[src/rtl/pipeline_ctrl.sv]
// pipeline_ctrl: stall/flush sequencer for the 5-stage RISC-V pipeline.
// Merges the load-use hazard, ID-stage branch redirect and data-memory
// handshake into per-register controls. All controls are Mealy outputs,
// so an asynchronous reset takes them to their idle values at once.
// Optional build macro: PIPE_CTRL_PERF_CNT_EN adds saturating stall/flush
// counters; without it both counter ports read 0.
module pipeline_ctrl #(
  parameter int unsigned MEM_TIMEOUT = 16,
  parameter int unsigned CNT_W       = 32
) (
  input  logic             clk_i,
  input  logic             rst_i,
  input  logic             start_i,
  input  logic             loaduse_i,
  input  logic             branch_taken_i,
  input  logic             mem_access_i,
  input  logic             mem_ack_i,
  output logic             mem_req_o,
  output logic             pc_write_o,
  output logic             ifid_stall_o,
  output logic             ifid_flush_o,
  output logic             idex_bubble_o,
  output logic             idex_stall_o,
  output logic             exmem_stall_o,
  output logic             memwb_bubble_o,
  output logic             err_o,
  output logic [CNT_W-1:0] stall_cnt_o,
  output logic [CNT_W-1:0] flush_cnt_o
);

  localparam int unsigned WCNT_W = (MEM_TIMEOUT < 1) ? 1 : $clog2(MEM_TIMEOUT + 1);
  localparam logic [WCNT_W-1:0] WCNT_LAST =
    WCNT_W'((MEM_TIMEOUT > 0) ? (MEM_TIMEOUT - 1) : 0);
  localparam logic [WCNT_W-1:0] WCNT_MAX = '1;

  typedef enum logic [1:0] {
    S_IDLE     = 2'd0,
    S_RUN      = 2'd1,
    S_MEM_WAIT = 2'd2,
    S_ERROR    = 2'd3
  } state_t;

  state_t            state, state_nxt;
  logic [WCNT_W-1:0] wcnt;
  logic              wcnt_clr, wcnt_inc;

  // State register; reset lands in IDLE asynchronously.
  always_ff @(posedge clk_i or posedge rst_i) begin
    if (rst_i) state <= S_IDLE;
    else       state <= state_nxt;
  end

  // Consecutive memory wait cycles; saturates instead of wrapping.
  always_ff @(posedge clk_i or posedge rst_i) begin
    if (rst_i)                             wcnt <= '0;
    else if (wcnt_clr)                     wcnt <= '0;
    else if (wcnt_inc && wcnt != WCNT_MAX) wcnt <= wcnt + 1'b1;
  end

  // Next state and Mealy controls. Freeze has top priority, then load-use
  // (which swallows a same-cycle branch), then the branch redirect.
  always_comb begin
    state_nxt      = state;
    wcnt_clr       = 1'b0;
    wcnt_inc       = 1'b0;
    mem_req_o      = 1'b0;
    pc_write_o     = 1'b0;
    ifid_stall_o   = 1'b0;
    ifid_flush_o   = 1'b0;
    idex_bubble_o  = 1'b0;
    idex_stall_o   = 1'b0;
    exmem_stall_o  = 1'b0;
    memwb_bubble_o = 1'b0;
    err_o          = 1'b0;
    case (state)
      S_IDLE: begin
        ifid_stall_o  = 1'b1;
        idex_bubble_o = 1'b1;
        if (start_i) state_nxt = S_RUN;
      end
      S_RUN, S_MEM_WAIT: begin
        mem_req_o = (state == S_MEM_WAIT) ? 1'b1 : mem_access_i;
        if ((state == S_MEM_WAIT || mem_access_i) && !mem_ack_i) begin
          ifid_stall_o   = 1'b1;
          idex_stall_o   = 1'b1;
          exmem_stall_o  = 1'b1;
          memwb_bubble_o = 1'b1;
          if (state == S_RUN) begin
            state_nxt = S_MEM_WAIT;
            wcnt_clr  = 1'b1;
          end else begin
            wcnt_inc = 1'b1;
            if (MEM_TIMEOUT != 0 && wcnt == WCNT_LAST) state_nxt = S_ERROR;
          end
        end else begin
          // Memory done (or idle): pipeline advances subject to ID hazards.
          state_nxt = S_RUN;
          if (loaduse_i) begin
            ifid_stall_o  = 1'b1;
            idex_bubble_o = 1'b1;
          end else if (branch_taken_i) begin
            pc_write_o   = 1'b1;
            ifid_flush_o = 1'b1;
          end else begin
            pc_write_o = 1'b1;
          end
        end
      end
      default: begin
        ifid_stall_o   = 1'b1;
        idex_stall_o   = 1'b1;
        exmem_stall_o  = 1'b1;
        memwb_bubble_o = 1'b1;
        err_o          = 1'b1;
      end
    endcase
  end

`ifdef PIPE_CTRL_PERF_CNT_EN
  logic [CNT_W-1:0] stall_cnt, flush_cnt;
  logic             stall_hit;

  assign stall_hit = (state == S_RUN || state == S_MEM_WAIT) && !pc_write_o;

  // Saturating performance counters.
  always_ff @(posedge clk_i or posedge rst_i) begin
    if (rst_i) begin
      stall_cnt <= '0;
      flush_cnt <= '0;
    end else begin
      if (stall_hit && stall_cnt != '1)    stall_cnt <= stall_cnt + 1'b1;
      if (ifid_flush_o && flush_cnt != '1) flush_cnt <= flush_cnt + 1'b1;
    end
  end

  assign stall_cnt_o = stall_cnt;
  assign flush_cnt_o = flush_cnt;
`else
  assign stall_cnt_o = '0;
  assign flush_cnt_o = '0;
`endif

endmodule

[config.mk]
export PLATFORM = sky130hd
export DESIGN_NAME = pipeline_ctrl
export DESIGN_NICKNAME = d
export VERILOG_FILES = /design/src/rtl/pipeline_ctrl.sv
export SDC_FILE = /design/constraint.sdc
export NUM_CORES = 1
export LEC_CHECK = 0
export CAP_MARGIN = 10
export CORE_ASPECT_RATIO = 0.7
export CORE_MARGIN = 8
export CORE_UTILIZATION = 30
export DETAILED_ROUTE_END_ITERATION = 10
export GPL_TIMING_DRIVEN = 0
export HOLD_SLACK_MARGIN = 0.03
export PLACE_DENSITY = 0.76
export SETUP_SLACK_MARGIN = 0.3
export SLEW_MARGIN = 40
export SYNTH_ARGS = -nofsm -noshare
export SYNTH_HDL_FRONTEND = slang
export SYNTH_SLANG_ARGS = --single-unit
[constraint.sdc]
create_clock -name clk_i -period 1.9 [get_ports clk_i]
set_clock_uncertainty 0.2 [all_clocks]
set_input_delay 0.19 -clock clk_i [delete_from_list [all_inputs] [get_ports clk_i]]
set_output_delay 0.19 -clock clk_i [all_outputs]
set_load 0.01 [all_outputs]
==> results of run 1 <==
[layout make-up]
class	instances	area, um^2	share of cell area
clock buffers	4	45.04	0.02330
well taps	50	62.56	0.03236
inverters	8	35.03	0.01812
repair buffers	38	346.6	0.1793
flip-flops and latches	7	175.2	0.09062
plain buffers	67	518.0	0.2680
multi-input cells	108	750.7	0.3884
[cells by family after synthesis]
kind of cell,count (synthesis)
simple gates,23
fa+ha+maj,7
compound gates,13
mux,1
buf+inv,75
other cells,1
flops,7
[cells in the final DEF, fill, tap and decap left out, types with 3 or more instances in the layout]
cell type | netlist | final
ha_4 | 0 | 6
conb_1 | 1 | 64
clkbuf_8 | 0 | 3
inv_2 | 1 | 3
buf_6 | 0 | 11
buf_4 | 66 | 78
dfrtp_1 | 7 | 7
inv_1 | 7 | 4
nor2_1 | 8 | 5
buf_2 | 0 | 6
clkdlybuf4s50_1 | 0 | 6
[state kept, by name (all words and copies together), names as in the netlist]
name	cells
wcnt	5
state	2
[routing by layer]
layer | global-route usage | vias up
met2 | 0.1837 | 45
met1 | 0.08796 | 434
met4 | 0.02564 | 0
met3 | 0.04110 | 8
li1 | - | 494
met5 | 0 | -
[power by group]
part | leakage (nW) | internal, mW | switching [mW]
registers | 0.0886 | 0.194 | 0.0471
clock network | 0.0228 | 0.146 | 0.0705
logic | 0.961 | 0.688 | 0.546
[through the flow]
step | instance area [um^2] | util | power (mW)
floorplan | 1344 | - | 0.7893
global placement | 1556 | 0.4547 | 1.013
detailed placement | 1556 | 0.4547 | 1.028
CTS | 1788 | 0.5223 | 1.483
global route | 1933 | 0.5647 | 1.806
finish | 1933 | 0.5647 | 1.692
[worst max-delay path by stage]
stage / startpoint / endpoint / slack, ns / depth (start not counted)
CTS: state[1]$_DFFE_PP0P_ / ifid_flush_o / -0.008 / 7
global placement: mem_access_i / idex_bubble_o / -0.30 / 5
floorplan: wcnt[0]$_DFFE_PP0P_ / wcnt[4]$_DFFE_PP0P_ / 0.10 / 5
finish: state[1]$_DFFE_PP0P_ / wcnt[4]$_DFFE_PP0P_ / -0.05 / 7
detailed placement: mem_access_i / idex_bubble_o / -0.30 / 5
global route: state[0]$_DFFE_PP0P_ / ifid_flush_o / -0.12 / 8
[worst max-delay path, delay by kind of cell (launching register included)]
kind / cells / cell delay, ns
compound gates: 1 / 0.18
fa+ha+maj: 1 / 0.15
buf+inv: 4 / 0.42
flops: 1 / 0.40
simple gates: 1 / 0.51
[timing repair]
item | in CTS | in global routing
endpoints found under the setup margin | 16 | 15
hold endpoints to repair | 7 | 0
pin swaps | 15 | 15
hold buffers | 1 | 0
gates resized for setup | 62 | 15
buffers inserted | 14 | 8
==> results.py, run 1 <==
metrics = {
    "finish": {
        "area.growth.synth_to_final_pct": 86.37,
        "fin_cells": 282,
        "fillers": 307,
        "n_antenna_cell": 0,
        "drive_gt1_frac": 0.5603,
        "nNetsFinal": 247,
    },
    "synth": {
        "synth_top_family_by_area": "buffers and inverters",
        "synth_compound_area_frac": 0.09530,
        "yosys.cell_count.top_type": "buf_4",
        "synth_edf_count": 0,
        "synthAdderAreaFrac": 0.08444,
        "yosysUniqueCellTypes": 33,
        "seq_area_frac_synth": 0.1689,
        "ys.flop_type": "dfrtp_1",
        "synth.cell_area_mm2": 0.001037,
        "synth-seq-cells": 7,
        "yosys-top-cells-count": "buf_4, nor2_1, dfrtp_1, ha_1, inv_1",
        "yosys.area_share.simple": 0.1279,
        "synthXorXnorAreaFrac": 0,
        "ys_warn_count": 0,
        "synth.area.mux_share": 0.009650,
        "synth_area_leader_cell": "buf_4",
        "synth.top_cell.area_share": 0.4777,
        "ys_async_sr_fraction": 1.000,
        "synthTopCellsByArea": "buf_4, dfrtp_1, ha_1, nor2_1, inv_1",
        "syn_inst": 127,
        "syn_area_per_cell_um2": 8.167,
    },
    "place": {
        "gp_congestion": 0.7965,
        "port_buffers": 15,
        "dp_hpwl_um": 2112,
        "dp_cells": 255,
        "place_ws_ns": -0.2964,
    },
    "global_routing": {
        "grt_usage": 0.09415,
        "antenna_found_initial": 0,
        "grt_max_degree": 8,
        "grt_pass1_wl_um": 4305,
        "grt-ovfl-total": 0,
        "grt_pass1_vias": 923,
    },
    "worst_setup_path": {
        "crit_chain": "inv_2, buf_6, buf_6, ha_4, buf_8, or4_4, o22ai_2",
        "slowest_delay_ns": 0.51,
        "end_kind": "register",
        "reg2reg_from": "state[1]$_DFFE_PP0P_",
        "crit_path_top_delay_cell": "or4_4",
        "required_ns": 1.85,
        "worstSetupPathType": "reg2reg",
        "r2r_slack_ns": -0.05,
        "r2r_end": "wcnt[4]$_DFFE_PP0P_",
        "cp-start-kind": "register",
        "crit_fanout": 3,
        "rr_worst_depth": 7,
        "arrival_ns": 1.90,
        "cpMostUsedCell": "buf_6",
    },
    "route": {
        "postRouteAntennaNets": 0,
        "vias": 981,
        "post-route-drc-count": 0,
        "routed_via_density": 3.479,
        "wl_per_cell_um": 10.88,
        "drt-total-wl_um": 3069,
        "wl_met3_um": 271,
        "wl_met2_um": 1710,
        "drt_first_pass_iters": 4,
        "highest_layer": "met4",
        "drt_iter0_markers": 45,
        "met1Wirelength_um": 1016,
    },
    "floorplan": {
        "start_util": 0.3030,
        "die_x_um": 86.28,
        "ioPinCount": 80,
        "num_rows": 18,
        "core-area_mm2": 0.003423,
        "die_h_um": 65.20,
        "dieArea_mm2": 0.005625,
    },
    "sta": {
        "slew_viol_final": 0,
        "timing.final.ws_setup_ns": -0.05326,
        "fmax_ghz": 0.5120,
        "rsz0062_at_grt": "true",
        "final_hold_viol_count": 0,
        "finalSetupTns_ns": -0.1819,
        "hold_ws_ns": 0.3435,
        "min_period_over_period": 1.028,
        "period_minus_slack_ns": 1.953,
        "setup_violations": 5,
    },
    "cts": {
        "clk_pin_slew_ns": 0.04,
        "numCtsBuffers": 3,
        "insertion_delay_ns": 0.23,
        "cts_sinks": 7,
        "cts_tree": "built",
        "htreeDepth": 1,
        "cts_root_buffer": "clkbuf_8",
        "cts_buffer_depth": 2,
    },
    "min_path": {
        "holdPathEnd": "wcnt[3]$_DFFE_PP0P_",
        "min_delay_path_depth": 1,
        "min-delay-start": "wcnt[3]$_DFFE_PP0P_",
        "hold_class": "reg2reg",
    },
    "pwr": {
        "power-per-cell-area_mw_per_mm2": 875.2,
        "vdd_drop_max_uv": 420.0,
        "power_leakage_nw": 1.073,
    },
    "flow_run": {
        "drv_cap": 0,
    },
    "outcome": {
        "violations": "negative setup slack",
        "status": "finished, violations left",
    },
}
(Power assumes the default switching activity.)
==> run 2, diff against run 1 <==
RECOVER_POWER = 100   (was default)
==> run 2 against run 1 <==
Net effect: the flow still finishes with violations (negative setup slack); die area did not move; clock power is essentially flat; count of clock-buffer cells in the layout did not move; cell count stayed put; critical path depth is the same; register-to-register slack hardly changed; worst setup slack about the same.
==> results.py, run 2 (same netlist as run 1, synthesis figures left out) <==
metrics = {
    "route": {
        "post-route-drc-count": 0,
        "postRouteAntennaNets": 0,
        "routed_via_density": 3.479,
        "wl_per_cell_um": 10.88,
        "drt_first_pass_iters": 4,
        "drt-total-wl_um": 3069,
        "drt_iter0_markers": 48,
        "vias": 981,
    },
    "worst_setup_path": {
        "rr_worst_depth": 7,
        "r2r_slack_ns": -0.05,
        "cp.depth": 7,
        "cpLargestDelayFamily": "simple AND/OR/NAND/NOR gates",
        "crit_path_top_delay_cell": "or4_4",
        "r2r_end": "wcnt[4]$_DFFE_PP0P_",
        "required_ns": 1.85,
        "crit_chain": "inv_2, buf_6, buf_6, ha_4, buf_8, or4_4, o22ai_2",
        "crit_path_end": "wcnt[4]$_DFFE_PP0P_",
        "arrival_ns": 1.90,
        "slowest_delay_ns": 0.51,
        "end_kind": "register",
        "worstSetupPathType": "reg2reg",
        "reg2reg_from": "state[1]$_DFFE_PP0P_",
        "crit_buf_inv": 4,
        "startpoint": "state[1]$_DFFE_PP0P_",
        "cpMostUsedCell": "buf_6",
        "crit_fanout": 3,
        "cp-start-kind": "register",
    },
    "finish": {
        "mostFrequentLayoutCell": "buf_4",
        "nNetsFinal": 247,
        "largest_register": "wcnt",
        "final_cell_mix": "buf_4, conb_1, buf_6",
        "largest_reg_flops": 5,
        "top_regs": "wcnt: 5 flops, state: 2 flops",
        "drive_gt1_frac": 0.5560,
        "fin_util": 0.5643,
        "n_antenna_cell": 0,
        "area.growth.synth_to_final_pct": 86.25,
        "fillers": 308,
        "fin_cells": 282,
    },
    "pwr": {
        "power_leakage_nw": 1.070,
        "p_sw_uw": 663.7,
        "intPower_mw": 1.026,
        "clkPwrFrac": 0.128,
        "power-per-cell-area_mw_per_mm2": 874.5,
        "power_frac_comb": 0.729,
        "vdd_drop_max_uv": 419.9,
        "p_seq_frac": 0.143,
        "netSwitchingFraction": 0.3929,
    },
    "floorplan": {
        "die_h_um": 65.20,
        "start_util": 0.3030,
        "ioPinCount": 80,
        "core-area_mm2": 0.003423,
        "num_rows": 18,
        "die_x_um": 86.28,
        "dieArea_mm2": 0.005625,
    },
    "global_routing": {
        "antenna_found_initial": 0,
        "grt_pass1_wl_um": 4305,
        "grt_usage": 0.09415,
        "grt_max_degree": 8,
        "grt_pass1_vias": 923,
        "grt-ovfl-total": 0,
    },
    "cts": {
        "cts_sinks": 7,
        "cts_root_buffer": "clkbuf_8",
        "htreeDepth": 1,
        "numCtsBuffers": 3,
        "insertion_delay_ns": 0.23,
        "cts_buffer_depth": 2,
        "cts_tree": "built",
        "clk_pin_slew_ns": 0.04,
    },
    "sta": {
        "period_minus_slack_ns": 1.953,
        "slew_viol_final": 0,
        "final_hold_viol_count": 0,
        "min_period_over_period": 1.028,
        "hold_ws_ns": 0.3435,
        "timing.final.ws_setup_ns": -0.05326,
        "setup_violations": 5,
        "rsz0062_at_grt": "true",
        "fmax_ghz": 0.5120,
    },
    "place": {
        "dp_hpwl_um": 2112,
        "port_buffers": 15,
        "place_ws_ns": -0.2964,
        "gp_congestion": 0.7965,
        "dp_cells": 255,
    },
    "outcome": {
        "status": "finished, violations left",
        "violations": "negative setup slack",
    },
    "min_path": {
        "min_delay_path_depth": 1,
        "hold_class": "reg2reg",
    },
    "flow_run": {
        "drv_cap": 0,
    },
}
[run 2: cell count changes in the layout (fill, tap and decap cells not counted)]
cell / delta
dlygate4sd3_1: +1
clkbuf_1: +1
buf_2: -1
clkdlybuf4s50_1: -1
[run 2: layout make-up]
type	count	area, um^2	area share
Clock buffer	4	45.04	0.02332
Tap cell	50	62.56	0.03238
Multi-Input combinational cell	108	750.7	0.3886
Buffer	67	518.0	0.2681
Inverter	8	35.03	0.01813
Sequential cell	7	175.2	0.09067
Timing Repair Buffer	38	345.3	0.1788
[run 2: worst min-delay path by stage]
stage | from | end | slack, ns
5_1_grt | wcnt[3]$_DFFE_PP0P_ | wcnt[3]$_DFFE_PP0P_ | 0.38
3_3_place_gp | rst_i | wcnt[3]$_DFFE_PP0P_ | 0.24
6_report | wcnt[3]$_DFFE_PP0P_ | wcnt[3]$_DFFE_PP0P_ | 0.34
2_1_floorplan | rst_i | state[0]$_DFFE_PP0P_ | -0.21
3_5_place_dp | rst_i | wcnt[3]$_DFFE_PP0P_ | 0.25
4_1_cts | wcnt[3]$_DFFE_PP0P_ | wcnt[3]$_DFFE_PP0P_ | 0.33
[run 2: layer usage]
layer  share of wire  GRT usage  wire length, um  vias to the layer above
met3           0.088    0.04110              271                        8
met1            0.33    0.08796             1016                      434
met4           0.023    0.02564               71                        0
met2            0.56     0.1837             1710                       45
met5               0          0                0                        -
li1                -          -                -                      494
[run 2: per-stage QoR]
| stage | setup TNS, ns | cell area, um^2 | power (mW) |
|---|---|---|---|
| final | -0.1818 | 1932 | 1.689 |
| after global routing | -0.5959 | 1932 | 1.804 |
| after CTS | -0.007931 | 1788 | 1.483 |
| after detailed placement | -1.426 | 1556 | 1.028 |
| after global placement | -1.256 | 1556 | 1.013 |
| after floorplan | 0 | 1344 | 0.7893 |
[run 2: what timing repair did]
action                     in CTS  in global routing
buffers inserted               14                  8
pin swaps                      15                 15
hold buffers                    1                  0
gates cloned                    0                  0
hold endpoints to repair        7                  0
resized for setup              62                 15
setup endpoints to repair      16                 15
[run 2: power groups by stage]
stage	sequential [mW]	clock (mW)	combinational, mW
floorplan	0.228	0	0.561
global placement	0.237	0	0.777
detailed placement	0.238	0	0.790
CTS	0.233	0.215	1.03
global route	0.250	0.231	1.32
finish	0.241	0.216	1.23
